`src/rtl/prog_ctr_ras.sv`:
```
// Fetch-stage program counter with conditional redirects, a hardware return-address stack,
// and an IDLE/RUN/HALT/FAULT run-control FSM.
module prog_ctr_ras #(
  parameter int unsigned           PC_W       = 10,
  parameter logic [PC_W-1:0]       START_ADDR = '0,
  parameter int unsigned           OFF_W      = 8,
  parameter int unsigned           RAS_DEPTH  = 4,
  localparam int unsigned          CNT_W      = $clog2(RAS_DEPTH + 1)
) (
  input  logic             i_clk,
  input  logic             i_init,
  input  logic             i_bgn,
  input  logic             i_ack,
  input  logic             i_stall,
  input  logic             i_jmp_en,
  input  logic             i_cond,
  input  logic [1:0]       i_jmp_mode,
  input  logic [PC_W-1:0]  i_target,
  input  logic [OFF_W-1:0] i_offset,
  output logic [PC_W-1:0]  o_pgm_ctr,
  output logic [1:0]       o_state,
  output logic [CNT_W-1:0] o_ras_cnt,
  output logic             o_ras_full,
  output logic             o_ras_empty
);

  localparam int unsigned IDX_W = (RAS_DEPTH > 1) ? $clog2(RAS_DEPTH) : 1;

  typedef enum logic [1:0] {
    StIdle  = 2'b00,
    StRun   = 2'b01,
    StHalt  = 2'b10,
    StFault = 2'b11
  } state_e;

  state_e           r_state;
  logic [PC_W-1:0]  r_pc;
  logic [CNT_W-1:0] r_cnt;
  logic [PC_W-1:0]  r_ras [RAS_DEPTH];

  logic             w_full;
  logic             w_empty;
  logic             w_taken;
  logic             w_push;
  logic [IDX_W-1:0] w_push_idx;
  logic [IDX_W-1:0] w_pop_idx;
  logic [PC_W-1:0]  w_pc_inc;
  logic [PC_W-1:0]  w_off_ext;
  logic [PC_W-1:0]  w_top;

  always_comb begin
    w_full     = (r_cnt == CNT_W'(RAS_DEPTH));
    w_empty    = (r_cnt == '0);
    w_taken    = i_jmp_en & i_cond;
    w_pc_inc   = r_pc + PC_W'(1);
    w_off_ext  = PC_W'(signed'(i_offset));
    w_push_idx = IDX_W'(r_cnt);
    w_pop_idx  = IDX_W'(r_cnt - CNT_W'(1));
    w_top      = r_ras[w_pop_idx];
    w_push     = (r_state == StRun) & ~i_ack & ~i_stall & w_taken &
                 (i_jmp_mode == 2'b10) & ~w_full;
  end

  // Stack storage needs no reset: entries above r_cnt are never read.
  always_ff @(posedge i_clk) begin
    if (w_push) begin
      r_ras[w_push_idx] <= w_pc_inc;
    end
  end

  always_ff @(posedge i_clk or negedge i_init) begin
    if (!i_init) begin
      r_state <= StIdle;
      r_pc    <= START_ADDR;
      r_cnt   <= '0;
    end else begin
      unique case (r_state)
        StIdle: begin
          if (i_bgn) begin
            r_state <= StRun;
            r_pc    <= START_ADDR;
          end
        end
        StRun: begin
          if (i_ack) begin
            r_state <= StHalt;
          end else if (!i_stall) begin
            if (w_taken) begin
              unique case (i_jmp_mode)
                2'b00: r_pc <= i_target;
                2'b01: r_pc <= r_pc + w_off_ext;
                2'b10: begin
                  // Overflowing call leaves PC on the call for debug.
                  if (w_full) begin
                    r_state <= StFault;
                  end else begin
                    r_pc  <= i_target;
                    r_cnt <= r_cnt + CNT_W'(1);
                  end
                end
                default: begin
                  if (w_empty) begin
                    r_state <= StFault;
                  end else begin
                    r_pc  <= w_top;
                    r_cnt <= r_cnt - CNT_W'(1);
                  end
                end
              endcase
            end else begin
              r_pc <= w_pc_inc;
            end
          end
        end
        default: begin
          if (i_bgn) begin
            r_state <= StRun;
            r_pc    <= START_ADDR;
            r_cnt   <= '0;
          end
        end
      endcase
    end
  end

  assign o_pgm_ctr   = r_pc;
  assign o_state     = r_state;
  assign o_ras_cnt   = r_cnt;
  assign o_ras_full  = w_full;
  assign o_ras_empty = w_empty;

endmodule

```
`config.mk`:
```
export PLATFORM = sky130hd
export DESIGN_NAME = prog_ctr_ras
export DESIGN_NICKNAME = d
export VERILOG_FILES = /design/src/rtl/prog_ctr_ras.sv
export SDC_FILE = /design/constraint.sdc
export NUM_CORES = 1
export LEC_CHECK = 0
export ABC_AREA = 1
export BUFFER_PORTS_ARGS = -buffer_cell sky130_fd_sc_hd__buf_2
export CAP_MARGIN = 5
export CORE_ASPECT_RATIO = 0.6
export CORE_MARGIN = 4
export CORE_UTILIZATION = 58
export DETAILED_ROUTE_END_ITERATION = 6
export PLACE_DENSITY = 0.87
export SKIP_LAST_GASP = 1
export SLEW_MARGIN = 40
export SYNTH_ARGS = -nofsm -noshare
export SYNTH_HDL_FRONTEND = slang
export SYNTH_SLANG_ARGS = --single-unit
```
`constraint.sdc`:
```
create_clock -name i_clk -period 2.9 [get_ports i_clk]
set_clock_uncertainty 0.1 [all_clocks]
set_input_delay 0.145 -clock i_clk [delete_from_list [all_inputs] [get_ports i_clk]]
set_output_delay 0.145 -clock i_clk [all_outputs]
set_load 0.01 [all_outputs]
```
==> flow_summary.json, run 1 <==
{
  "drt-initial-drc-count": 291,
  "fin_setup_tns_ps": 0,
  "drive_gt1_share_pct": 16.2,
  "reg2reg_slack_ps": 660,
  "drt-total-wl_mm": 8.06,
  "place_ws_ps": 699,
  "r2r_cells": 11,
  "ys_ff_latch": 55,
  "crit_fanout": 6,
  "htreeDepth": 2,
  "crit_type": "reg -> reg",
  "hold_class": "in -> reg",
  "arrival_ps": 2360,
  "cts_buffers": 5,
  "syn_to_final_growth_pct": 13.2,
  "p_leak_nw": 1.76,
  "place_hpwl_mm": 6.09,
  "required_ps": 3020,
  "min_period_over_period_pct": 77.3,
  "syn-num-nets": 447,
  "dieArea_sq_mm": 0.00704,
  "hold_start": "i_ack",
  "die_w_um": 106,
  "via_per_inst": 5.57,
  "syn_area_sq_mm": 0.00332,
  "yosysSeqAreaShare_pct": 47.4,
  "power_density_mw_per_mm2": 897,
  "crit_path_start_kind": "flip-flop",
  "r2r_start": "o_pgm_ctr[0]$_DFFE_PN0P_",
  "clk_root_buffer_cell": "clkbuf_8",
  "hold_path_depth": 3,
  "cts.path.max_buffers": 2,
  "ant_nets": 0,
  "setup_viol": 0,
  "regToRegEndpoint": "o_pgm_ctr[6]$_DFFE_PN0P_",
  "diodes": 0,
  "antenna_found_initial": 0,
  "gp_congestion": 0.925,
  "drv_slew": 0,
  "start_util_pct": 59.7,
  "layout_min_cycle_time_ps": 2240,
  "vdd_drop_max_mv": 0.401,
  "worstMarginPinSlew_ps": 471,
  "postCtsSetupRepairBufs": 0,
  "switching_share_pct": 45.0,
  "relSlewSlack_pct": 68.4,
  "timing.final.ws_setup_ps": 657,
  "drv_cap": 0,
  "rsz0062_at_grt": "no",
  "p_sw_w": 0.00152,
  "cts_tree": "built",
  "power_frac_clock_pct": 15.6,
  "synth_area_per_cell_sq_um": 8.25,
  "grt_pass1_wl_mm": 13.0,
  "drt_first_pass_iters": 5,
  "core_area_sq_mm": 0.00557,
  "power_frac_comb_pct": 50.4,
  "nets": 495,
  "p_int_w": 0.00186,
  "grt_max_degree": 24,
  "worstSetupEndpointType": "flip-flop",
  "clk_pin_slew_ps": 100,
  "die_h_um": 66.6,
  "drc": 0,
  "track_usage_pct": 23.7,
  "synth_warnings": 0,
  "synth_cells": 403,
  "vias": 2963,
  "status": "completed",
  "yosys.cell_types.count": 36,
  "hold_violations": 0,
  "insertion_delay_ps": 310,
  "clock_sinks": 55,
  "grt_pass1_vias": 2697,
  "fmax_mhz": 446,
  "io_pins": 44,
  "min_to": "o_state[0]$_DFFE_PN0P_",
  "io_buffers": 43,
  "pwr-share-seq_pct": 34.0,
  "grt_overflow": 0,
  "num_rows": 21,
  "wl_per_cell_um": 15.2
}
-- what timing repair did --
item	4_1_cts	5_1_grt
resized for setup	0	0
hold buffers	1	0
endpoints found under the hold margin	15	0
-- final cells by class --
cell class                 count  area, sq um
fill                         476         1810
inverter                      43          164
multi-input combinational    296         1540
clock inverter                 3         46.3
clock buffer                   5         68.8
sequential                    55         1580
tap                           80          100
timing repair buffer          50          270
-- per-stage QoR --
step | total power (W) | std cells | utilization (%) | hold WS, ps | area, sq um
after detailed placement | 0.00284 | 523 | 65.3 | -11.7 | 3640
after floorplan | 0.00237 | 403 | - | -251 | 3320
after CTS | 0.00336 | 532 | 67.5 | 51.0 | 3760
after global routing | 0.00361 | 532 | 67.5 | 80.3 | 3760
after global placement | 0.00278 | 523 | 65.3 | -19.1 | 3640
final | 0.00337 | 532 | 67.5 | 67.6 | 3760
-- cells by family after synthesis --
kind of cell | after synthesis | synth area share (%)
compound gates | 57 | 9.83
simple gates | 211 | 26.8
fa+ha+maj | 17 | 6.63
flops | 55 | 47.4
xor+xnor | 11 | 2.90
buf+inv | 52 | 6.36
-- registers in the layout, indices dropped and copies added (netlist names) --
signal,cells
o_pgm_ctr,10
o_ras_cnt,3
r_ras,40
o_state,2
-- power by group through the flow --
stage | combinational [W] | clock, W | sequential (W)
after floorplan | 0.00120 | 0 | 0.00117
after global placement | 0.00162 | 0 | 0.00115
after detailed placement | 0.00168 | 0 | 0.00116
after CTS | 0.00169 | 0.000530 | 0.00114
after global routing | 0.00189 | 0.000563 | 0.00116
final | 0.00170 | 0.000525 | 0.00115
-- cells in the final DEF, fill, tap and decap left out, types with 2 or more instances in the layout --
master    Yosys  routed
a21oi_1      16      16
a31oi_1       4       4
buf_2         5      43
buf_4         0       6
clkbuf_8      0       5
dfrtp_1      15      15
edfxtp_1     40      40
ha_1         16      16
inv_1        40      40
nand2_1     104     104
nand2_2       4       4
nand2_4       2       2
nand3_1      28      28
nand4_1       3       3
nor2_1       63      63
nor2_4        3       3
o21ai_0      22      22
o21ai_1       3       3
o21ai_2       2       2
o22ai_1       3       3
o31ai_1       2       2
xnor2_1       5       5
xor2_1        6       6
-- Yosys cell counts --
master	count	share of area, %
nand4_1	3	0.56
o21ai_1	3	0.45
xor2_1	6	1.6
fa_1	1	0.60
nor3_1	1	0.15
edfxtp_1	40	36
or2_2	1	0.19
inv_4	1	0.19
nor2_1	63	7.1
o21ai_0	22	3.3
nand2_2	4	0.75
clkinv_1	1	0.11
o31ai_1	2	0.45
xnor2_1	5	1.3
dfrtp_1	15	11
o22ai_1	3	0.56
o21a_1	1	0.23
o21ai_2	2	0.53
a31oi_1	4	0.75
inv_1	40	4.5
buf_2	5	0.75
a21boi_0	1	0.23
nor2_4	3	1.0
o211ai_1	1	0.23
inv_2	1	0.11
nand3_1	28	4.2
nand2_1	104	12
a21oi_1	16	2.4
nand3b_1	1	0.23
buf_6	1	0.34
clkbuf_1	3	0.34
nand2_4	2	0.68
ha_1	16	6.0
nor2_2	1	0.19
o2111ai_2	1	0.45
o21bai_1	1	0.23
-- how the worst max path moves through the flow --
stage	slack, ps	startpoint	depth (start not counted)	end
3_3_place_gp	720	o_pgm_ctr[0]$_DFFE_PN0P_	11	o_pgm_ctr[8]$_DFFE_PN0P_
3_5_place_dp	700	o_pgm_ctr[0]$_DFFE_PN0P_	11	o_pgm_ctr[6]$_DFFE_PN0P_
2_1_floorplan	410	o_ras_cnt[0]$_DFFE_PN0P_	7	r_ras[1][0]$_DFFE_PP_
5_1_grt	490	o_pgm_ctr[0]$_DFFE_PN0P_	11	o_pgm_ctr[6]$_DFFE_PN0P_
6_report	660	o_pgm_ctr[0]$_DFFE_PN0P_	11	o_pgm_ctr[6]$_DFFE_PN0P_
4_1_cts	690	o_pgm_ctr[0]$_DFFE_PN0P_	11	o_pgm_ctr[6]$_DFFE_PN0P_
-- routing by layer --
layer  global-route usage [%]  vias to the layer above  share of wire, %
li1                         -                     1423                 -
met1                     34.6                     1368                45
met2                     37.1                      155                44
met3                     5.03                       17               9.9
met4                     4.36                        0               1.4
met5                        0                        -                 0
-- critical path, stage by stage, from the launching register on --
cell	delay, ps
dfrtp_1	460
ha_1	250
inv_1	70
fa_1	410
o21ai_1	330
nand2_1	120
nand3_1	90
nand2_1	50
o21ai_1	110
nand2_1	60
nand2_1	70
nand2_1	40
Power figures use the tool's default switching activity.
==> run 2: changes to the inputs <==
- CORE_UTILIZATION: 58 -> 52
- PLACE_DENSITY: 0.87 -> 0.83
- clock period: 2.9 -> 2 ns (I/O delays scaled with it)
==> run 2 against run 1 <==
  * Global-route usage fell by 2.6 points
  * Clock-buffer cell count did not move
  * Clock power rose by 20%
  * Combinational power rose by 66%
  * Maximum frequency rose by 18%
  * Sequential power rose by 37%
  * Register-to-register slack got worse by 560 ps
  * Utilization fell by 2.9 points
==> flow_summary.json, run 2 (synthesis gave the netlist of run 1 again) <==
{
  "status": "completed",
  "worstMarginPinSlew_ps": 418,
  "clk_pin_slew_ps": 100,
  "final_cell_mix": "nand2_1 (104), nor2_1 (59), buf_2 (43)",
  "core_area_sq_mm": 0.00617,
  "syn_to_final_growth_pct": 19.8,
  "hold_class": "in -> reg",
  "fin_setup_tns_ps": 0,
  "drv_cap": 0,
  "min_period_over_period_pct": 94.9,
  "dieArea_sq_mm": 0.00778,
  "nets": 511,
  "start_util_pct": 53.9,
  "p_leak_nw": 1.85,
  "io_buffers": 43,
  "vias": 2956,
  "antenna_found_initial": 0,
  "htreeDepth": 2,
  "via_per_inst": 5.36,
  "required_ps": 2100,
  "rsz0062_at_grt": "yes",
  "design_area_sq_mm": 0.00398,
  "largest-register": "r_ras",
  "r2r_cells": 14,
  "clock_sinks": 55,
  "reg2reg_slack_ps": 100,
  "utilization_pct": 64.6,
  "largest_register_ffs": 40,
  "crit_path_start_kind": "flip-flop",
  "hold_violations": 0,
  "num_rows": 22,
  "fmax_mhz": 527,
  "hold_path_depth": 3,
  "grt_max_degree": 24,
  "relSlewSlack_pct": 72.2,
  "io_pins": 44,
  "insertion_delay_ps": 310,
  "drv_slew": 0,
  "grt_overflow": 0,
  "grt_pass1_wl_mm": 13.3,
  "drt-total-wl_mm": 8.10,
  "dpl_cell_area_sq_mm": 0.00387,
  "arrival_ps": 2000,
  "wl_per_cell_um": 14.7,
  "vdd_drop_max_mv": 0.912,
  "hold_start": "i_ack",
  "cts_tree": "built",
  "crit_fanout": 5,
  "diodes": 0,
  "regToRegEndpoint": "o_pgm_ctr[3]$_DFFE_PN0P_",
  "gp_congestion": 0.891,
  "setup_viol": 0,
  "layout_min_cycle_time_ps": 1900,
  "min_to": "o_state[0]$_DFFE_PN0P_",
  "drt_first_pass_iters": 5,
  "place_hpwl_mm": 6.19,
  "track_usage_pct": 21.2,
  "cts.path.max_buffers": 2,
  "drive_gt1_share_pct": 21.4,
  "die_h_um": 69.9,
  "drc": 0,
  "cts_buffers": 5,
  "power_density_mw_per_mm2": 1260,
  "r2r_start": "o_ras_cnt[1]$_DFFE_PN0P_",
  "grt_pass1_vias": 2705,
  "final_common_cell": "nand2_1",
  "die_w_um": 111,
  "crit_type": "reg -> reg",
  "clk_root_buffer_cell": "clkbuf_8",
  "drt-initial-drc-count": 362,
  "worstSetupEndpointType": "flip-flop",
  "ant_nets": 0
}
[run 2: changes by cell type in the layout (fill, tap and decap cells not counted), moves of 2 or more]
cell and delta:
buf_12 +4, buf_4 +12, ha_1 -2, ha_4 +2, nor2_1 -4, nor2_4 +4
[run 2: repair_timing]
action / in CTS / in global routing
pin swaps: 0 / 1
setup buffers: 0 / 0
gates resized for setup: 1 / 2
hold endpoints to repair: 15 / 0
endpoints found under the setup margin: 2 / 4
cloned: 0 / 0
hold buffers: 1 / 0
[run 2: worst max path at each step]
stage,start,to,slack (ps),cells past startpoint
global route,o_pgm_ctr[0]$_DFFE_PN0P_,o_pgm_ctr[6]$_DFFE_PN0P_,-9,11
global placement,o_pgm_ctr[0]$_DFFE_PN0P_,o_pgm_ctr[6]$_DFFE_PN0P_,60,11
detailed placement,o_pgm_ctr[0]$_DFFE_PN0P_,o_pgm_ctr[6]$_DFFE_PN0P_,-50,11
CTS,o_pgm_ctr[0]$_DFFE_PN0P_,o_pgm_ctr[6]$_DFFE_PN0P_,30,11
floorplan,o_ras_cnt[0]$_DFFE_PN0P_,r_ras[0][0]$_DFFE_PP_,-220,7
finish,o_ras_cnt[1]$_DFFE_PN0P_,o_pgm_ctr[3]$_DFFE_PN0P_,100,14
[run 2: per-layer routing]
metal  wire, um  global-route usage (%)  share of wire (%)  vias up
li1           -                       -                  -     1448
met1       3700                    32.0                 46     1339
met2       3540                    31.9                 44      165
met3        826                    4.50                 10        4
met4         41                    3.51               0.51        0
met5          0                       0                  0        -
[run 2: metrics by stage]
step           total power [W]  cells  hold WS (ps)  worst slack [ps]
4_1_cts                0.00503    552          33.9              33.6
2_1_floorplan          0.00353    403          -296              -215
3_3_place_gp           0.00430    543         -72.5              58.2
6_report               0.00503    552          53.4               102
5_1_grt                0.00544    552          56.3             -9.06
3_5_place_dp           0.00438    543         -57.2             -53.9
[run 2: area by class of cell]
cell class / count / area [sq um]
multi-input cells: 296 / 1610
flip-flops and latches: 55 / 1580
fillers: 525 / 2180
clock inverters: 3 / 21.3
clock buffers: 5 / 68.8
repair buffers: 66 / 440
inverters: 43 / 164
well taps: 84 / 105
[run 2: worst max-delay path, cell delays in order, from the launching register on]
cell and delay (ps):
dfrtp_1 400, inv_1 120, ha_4 170, ha_1 230, inv_1 60, nor2_1 130, nand2_1 60, nand2_1 70
nand2_2 60, nand2_4 100, inv_4 50, nand2_4 80, nor2_1 50, nand2_1 60, nand2_1 50
[run 2: where the power goes]
part | switching, W | internal [W]
clock | 0.000380 | 0.000253
combinational | 0.00176 | 0.00107
sequential | 0.000111 | 0.00146
total | 0.00225 | 0.00278
